File: config.mk
export PLATFORM = sky130hd
export DESIGN_NAME = if_fetch_stage_flat
export DESIGN_NICKNAME = d
export VERILOG_FILES = /design/src/rtl/mips_pkg.sv /design/src/rtl/if_fetch_stage_if.sv /design/src/rtl/btb_table.sv /design/src/rtl/if_fetch_stage.sv /design/src/flat_wrapper.sv
export SDC_FILE = /design/constraint.sdc
export NUM_CORES = 1
export LEC_CHECK = 0
export ABC_AREA = 1
export CELL_PAD_IN_SITES_DETAIL_PLACEMENT = 1
export CELL_PAD_IN_SITES_GLOBAL_PLACEMENT = 1
export CORE_UTILIZATION = 23
export CTS_BUF_LIST = sky130_fd_sc_hd__clkbuf_8
export DETAILED_ROUTE_END_ITERATION = 10
export PLACE_DENSITY_LB_ADDON = 0.08
export SETUP_SLACK_MARGIN = 0.5
export SLEW_MARGIN = 0
export SYNTH_ARGS = -nofsm -noshare
export SYNTH_HDL_FRONTEND = slang
export SYNTH_HIERARCHICAL = 1
export SYNTH_SLANG_ARGS = --single-unit
File: constraint.sdc
create_clock -name clk -period 1.9 [get_ports clk]
set_input_delay 0.19 -clock clk [delete_from_list [all_inputs] [get_ports clk]]
set_output_delay 0.19 -clock clk [all_outputs]
set_load 0.005 [all_outputs]
File: src/rtl/mips_pkg.sv
// mips_pkg: shared fetch-stage types, reset PC default, and the BTB saturating-counter helper.
package mips_pkg;
  localparam logic [31:0] RESET_PC_DEF = 32'h0000_0000;
  typedef enum logic [1:0] {
    STRONG_NT = 2'b00,
    WEAK_NT   = 2'b01,
    WEAK_T    = 2'b10,
    STRONG_T  = 2'b11
  } ctr_t;
  typedef struct packed {
    logic        valid;
    logic [29:0] tag;
    logic [29:0] target;
    ctr_t        ctr;
  } btb_entry_t;
  function automatic ctr_t ctr_next(ctr_t c, logic taken);
    return taken ? ((c == STRONG_T) ? c : ctr_t'(c + 2'd1))
                 : ((c == STRONG_NT) ? c : ctr_t'(c - 2'd1));
  endfunction
endpackage

File: src/rtl/if_fetch_stage_if.sv
// if_fetch_stage_if: control, training and IF/ID-facing signals of the fetch stage.
interface if_fetch_stage_if;
  logic        stall;
  logic        redirect_valid;
  logic [31:0] redirect_pc;
  logic        upd_valid;
  logic [31:0] upd_pc;
  logic [31:0] upd_target;
  logic        upd_taken;
  logic [31:0] imem_addr;
  logic [31:0] if_pc;
  logic [31:0] if_pc_plus_4;
  logic        if_btb_hit;
  logic        if_branch_likely;
  modport master (
    output stall, redirect_valid, redirect_pc, upd_valid, upd_pc, upd_target, upd_taken,
    input  imem_addr, if_pc, if_pc_plus_4, if_btb_hit, if_branch_likely
  );
  modport slave (
    input  stall, redirect_valid, redirect_pc, upd_valid, upd_pc, upd_target, upd_taken,
    output imem_addr, if_pc, if_pc_plus_4, if_btb_hit, if_branch_likely
  );
endinterface

File: src/rtl/btb_table.sv
// btb_table: direct-mapped BTB, combinational lookup, synchronous training, async clear.
module btb_table
  import mips_pkg::*;
#(
  parameter int ENTRIES = 16
) (
  input  logic        clk,
  input  logic        reset,
  input  logic [29:0] lookup_word,
  output logic        hit,
  output logic        likely,
  output logic [29:0] target,
  input  logic        upd_valid,
  input  logic [29:0] upd_word,
  input  logic [29:0] upd_target,
  input  logic        upd_taken
);
  localparam int IDX = $clog2(ENTRIES);
  btb_entry_t mem [ENTRIES];
  logic [IDX-1:0] l_idx, u_idx;
  logic [29:0] l_tag, u_tag;
  btb_entry_t l_e, u_e;
  logic u_hit;
  always_comb begin
    l_idx  = lookup_word[IDX-1:0];
    l_tag  = lookup_word >> IDX;
    u_idx  = upd_word[IDX-1:0];
    u_tag  = upd_word >> IDX;
    l_e    = mem[l_idx];
    u_e    = mem[u_idx];
    hit    = l_e.valid && (l_e.tag == l_tag);
    likely = hit && l_e.ctr[1];
    target = l_e.target;
    u_hit  = u_e.valid && (u_e.tag == u_tag);
  end
  always_ff @(posedge clk or posedge reset) begin
    if (reset) begin
      for (int i = 0; i < ENTRIES; i++) mem[i] <= '{valid: 1'b0, tag: '0, target: '0, ctr: WEAK_NT};
    end else if (upd_valid) begin
      if (u_hit) begin
        mem[u_idx].ctr <= ctr_next(u_e.ctr, upd_taken);
        if (upd_taken) mem[u_idx].target <= upd_target;
      end else if (upd_taken) begin
        mem[u_idx] <= '{valid: 1'b1, tag: u_tag, target: upd_target, ctr: WEAK_T};
      end
    end
  end
endmodule

File: src/rtl/if_fetch_stage.sv
// if_fetch_stage: PC register and next-PC mux; BTB prediction built only with BTB_PREDICT_EN.
module if_fetch_stage
  import mips_pkg::*;
#(
  parameter int          BTB_ENTRIES = 16,
  parameter logic [31:0] RESET_PC    = RESET_PC_DEF
) (
  input logic clk,
  input logic reset,
  if_fetch_stage_if.slave bus
);
  logic [31:0] pc, pc_next, pc4;
  logic [29:0] tgt;
  logic hit, likely;
`ifdef BTB_PREDICT_EN
  btb_table #(.ENTRIES(BTB_ENTRIES)) u_btb (
    .clk        (clk),
    .reset      (reset),
    .lookup_word(pc[31:2]),
    .hit        (hit),
    .likely     (likely),
    .target     (tgt),
    .upd_valid  (bus.upd_valid),
    .upd_word   (bus.upd_pc[31:2]),
    .upd_target (bus.upd_target[31:2]),
    .upd_taken  (bus.upd_taken)
  );
`else
  assign hit    = 1'b0;
  assign likely = 1'b0;
  assign tgt    = '0;
`endif
  always_comb begin
    pc4     = pc + 32'd4;
    pc_next = bus.redirect_valid ? {bus.redirect_pc[31:2], 2'b00}
            : bus.stall          ? pc
            : likely             ? {tgt, 2'b00}
            :                      pc4;
  end
  always_ff @(posedge clk or posedge reset) begin
    if (reset) pc <= {RESET_PC[31:2], 2'b00};
    else pc <= pc_next;
  end
  assign bus.imem_addr        = pc;
  assign bus.if_pc            = pc;
  assign bus.if_pc_plus_4     = pc4;
  assign bus.if_btb_hit       = hit;
  assign bus.if_branch_likely = likely;
endmodule

File: src/flat_wrapper.sv
// flat-port wrapper written by rule: the top's interface ports become plain ports
module if_fetch_stage_flat import mips_pkg::*;
#(
  parameter int          BTB_ENTRIES = 16,
  parameter logic [31:0] RESET_PC    = RESET_PC_DEF
)
  (clk, reset, bus_stall, bus_redirect_valid, bus_redirect_pc, bus_upd_valid, bus_upd_pc, bus_upd_target, bus_upd_taken, bus_imem_addr, bus_if_pc, bus_if_pc_plus_4, bus_if_btb_hit, bus_if_branch_likely);
  if_fetch_stage_if bus_i ();
  input logic clk;
  input logic reset;
  input wire logic [$bits(bus_i.stall)-1:0] bus_stall;
  input wire logic [$bits(bus_i.redirect_valid)-1:0] bus_redirect_valid;
  input wire logic [$bits(bus_i.redirect_pc)-1:0] bus_redirect_pc;
  input wire logic [$bits(bus_i.upd_valid)-1:0] bus_upd_valid;
  input wire logic [$bits(bus_i.upd_pc)-1:0] bus_upd_pc;
  input wire logic [$bits(bus_i.upd_target)-1:0] bus_upd_target;
  input wire logic [$bits(bus_i.upd_taken)-1:0] bus_upd_taken;
  output wire logic [$bits(bus_i.imem_addr)-1:0] bus_imem_addr;
  output wire logic [$bits(bus_i.if_pc)-1:0] bus_if_pc;
  output wire logic [$bits(bus_i.if_pc_plus_4)-1:0] bus_if_pc_plus_4;
  output wire logic [$bits(bus_i.if_btb_hit)-1:0] bus_if_btb_hit;
  output wire logic [$bits(bus_i.if_branch_likely)-1:0] bus_if_branch_likely;
  assign bus_i.stall = bus_stall;
  assign bus_i.redirect_valid = bus_redirect_valid;
  assign bus_i.redirect_pc = bus_redirect_pc;
  assign bus_i.upd_valid = bus_upd_valid;
  assign bus_i.upd_pc = bus_upd_pc;
  assign bus_i.upd_target = bus_upd_target;
  assign bus_i.upd_taken = bus_upd_taken;
  assign bus_imem_addr = bus_i.imem_addr;
  assign bus_if_pc = bus_i.if_pc;
  assign bus_if_pc_plus_4 = bus_i.if_pc_plus_4;
  assign bus_if_btb_hit = bus_i.if_btb_hit;
  assign bus_if_branch_likely = bus_i.if_branch_likely;
  if_fetch_stage #(.BTB_ENTRIES(BTB_ENTRIES), .RESET_PC(RESET_PC)) u_core (.clk(clk), .reset(reset), .bus(bus_i));
endmodule
==> impl_metrics.ini <==
[placed_design]
hpwl_mm = 7.603
dp_cells = 679
gp_congestion = 0.7820
portBuffers = 123
placed_cell_area_um2 = 4190

[sta]
final.min_clock_period_ps = 2073
skew_ps = 16.24
fmax_mhz = 482.4
setup_slack_ps = -173.1
rsz0062_at_grt = true
setup_viol = 26
hold_violations = 0
final-max-slew-violation-count = 0
fin_setup_tns_ps = -2016
period_share_pct = 109.1

[floorplan]
die_h_um = 109.9
die_x_um = 109.9
row_count = 39
io_pins = 200
core-area_um2 = 11370
start_util_pct = 23.57
die_area_um2 = 12090

[job]
max_cap_viol_count = 0

[global_routing]
overflow = 0
grt_max_degree = 31
grt_pass1_wl_mm = 16.91
antenna_found_initial = 0
globalRouteTotalUtil_pct = 18.51
grt_pass1_vias = 3456

[setup_path]
critPathLaunchType = flop
crit_path_end_kind = flop
required_ps = 2090
worstSetupPathType = reg -> reg
critPathMaxFanout = 4
arrival_ps = 2260

[cells_and_area]
stdcell_area_um2 = 5479
final_nets = 743
fillers = 1383
syn_to_final_growth_pct = 104.4
drive_above_1_share_pct = 48.21
largest_reg_flops = 30
diodes = 0
stdcell_count = 784

[cts]
clk_latency_ps = 300
path_clk_slew_ps = 70
clk_path_buf_depth = 2
h-tree-depth = 2
cts_hold_buffers = 0
ctsRootBufferMaster = clkbuf_8
numClockSinks = 30
cts_tree = done
cts_made_buffers = 5

[synth]
syn_area_um2 = 2680
synthesis.instances = 401
synth.distinct_cells = 25
avgSynthCellArea_um2 = 6.683
ys_seq_area_share_pct = 28.01
yosysWarnings = 6
ys_seq_elements = 30

[worst_hold_path]
min_path_type = in -> async

[drt]
routed_wl_mm = 11.48
viasPerCell = 4.267
first_iter_violations = 96
wl_per_cell_um = 14.64
ant_nets = 0
first_pass_iters = 5
vias = 3345
drc = 0

[status]
violations = negative setup slack
status = finished, violations left

[pwr]
p_per_area_nw_per_um2 = 499.8
ir_worst_vdd_v = 0.0002244
leakage_nw = 2.876
-- cell usage after synthesis (all sizes together) --
cell type | count | area share, %
nand2 | 162 | 24
inv | 58 | 8.1
nor2 | 43 | 10
buf | 41 | 11
dfrtp | 30 | 28
nand3 | 18 | 3.4
xor2 | 14 | 6.5
o21ai | 13 | 2.4
a22o | 8 | 2.6
clkbuf | 5 | 0.70
o211ai | 4 | 1.1
and2 | 1 | 0.23
conb | 1 | 0.14
ha | 1 | 0.47
o221ai | 1 | 0.33
xnor2 | 1 | 0.33
-- metrics by stage --
stage / utilization [%] / hold WS, ps / setup WS (ps) / power [mW]
finish: 48.19 / 280.2 / -173.1 / 2.738
global route: 48.19 / 340.8 / -246.3 / 2.910
CTS: 44.93 / 311.6 / -138.3 / 2.594
detailed placement: 36.85 / 630.4 / -130.6 / 1.861
global placement: 36.85 / 622.5 / -96.13 / 1.844
floorplan: - / 280.8 / 407.5 / 1.232
-- final cells by class --
| type | instances | area, um2 | area share, % |
|---|---|---|---|
| multi-input combinational | 274 | 1719 | 31.38 |
| clock buffer | 6 | 82.58 | 1.507 |
| timing repair buffer | 271 | 2515 | 45.90 |
| clock inverter | 2 | 8.758 | 0.1599 |
| inverter | 58 | 220.2 | 4.019 |
| tap | 143 | 178.9 | 3.266 |
| sequential | 30 | 754.5 | 13.77 |
-- report_power, final --
part | total, mW | internal (mW) | switching [mW]
logic | 1.38 | 0.801 | 0.576
registers | 0.782 | 0.707 | 0.0747
clock network | 0.579 | 0.288 | 0.292
-- routing by layer --
| layer | global-route usage, % | up-vias | part of all wire [%] |
|---|---|---|---|
| met3 | 2.430 | 8 | 4.3 |
| met1 | 23.78 | 1632 | 43 |
| met5 | 0 | - | 0 |
| met4 | 3.714 | 0 | 0.91 |
| li1 | - | 1622 | - |
| met2 | 32.90 | 83 | 52 |
-- layout by cell type, fill, tap and decap left out, types with 4 or more instances in the layout --
master and n:
buf_4 55, nand3_2 9, dfrtp_1 27, inv_1 56, clkbuf_2 11, nor2_2 11
clkbuf_8 6, buf_6 106, dlygate4sd2_1 22, clkdlybuf4s15_1 19, nand2_1 112, nand2_2 41
nand3_1 8, conb_1 8, nand2_4 8, o21ai_0 13, a22o_1 8, nor2_1 18
buf_2 24, nor2_4 11, xor2_2 12, clkdlybuf4s50_1 33, o211ai_1 4
-- repair_timing --
item                                    CTS  global route
setup buffers                            82            15
pin swaps                                49            46
gates resized for setup                 318           113
endpoints found under the hold margin     0             0
endpoints found under the setup margin  111            74
-- cells by family (layout without fill, tap and decap cells) --
family	after synthesis	in the layout	synth area share, %
other	1	8	0.1399
DFF	30	30	28.01
and+or+nand+nor	224	224	38.00
AOI/OAI and AO/OA	26	26	6.489
buffers and inverters	104	337	20.03
adders and majority gates	1	1	0.4668
xor gates and xnor gates	15	15	6.863
-- worst max-delay path, cell delays in order, from the launching register on --
cell	delay, ps
dfrtp_1	450
ha_4	190
nand2_4	60
nor2_8	160
nand2_8	110
buf_6	130
buf_6	100
xor2_1	150
inv_1	80
buf_6	120
buf_6	100
buf_6	100
buf_6	100
nand2_2	50
nand3_2	70
-- worst paths after layout --
path                                                  start                               end  slack, ps  cells after the start
max in group asynchronous                             reset  u_core/bus.if_pc[12]$_DFFE_PP0N_       1270                      3
max                         u_core/bus.if_pc[3]$_DFFE_PP0N_  u_core/bus.if_pc[10]$_DFFE_PP0N_       -170                     14
min reg2reg                u_core/bus.if_pc[10]$_DFFE_PP0N_  u_core/bus.if_pc[10]$_DFFE_PP0N_        690                      3
min                                                   reset   u_core/bus.if_pc[2]$_DFFE_PP0N_        280                      3
min in group clk                         bus_redirect_pc[7]   u_core/bus.if_pc[7]$_DFFE_PP0N_        470                      3
max reg2reg                 u_core/bus.if_pc[3]$_DFFE_PP0N_  u_core/bus.if_pc[10]$_DFFE_PP0N_       -170                     14
Note: power is estimated with default switching activity, not from simulation.
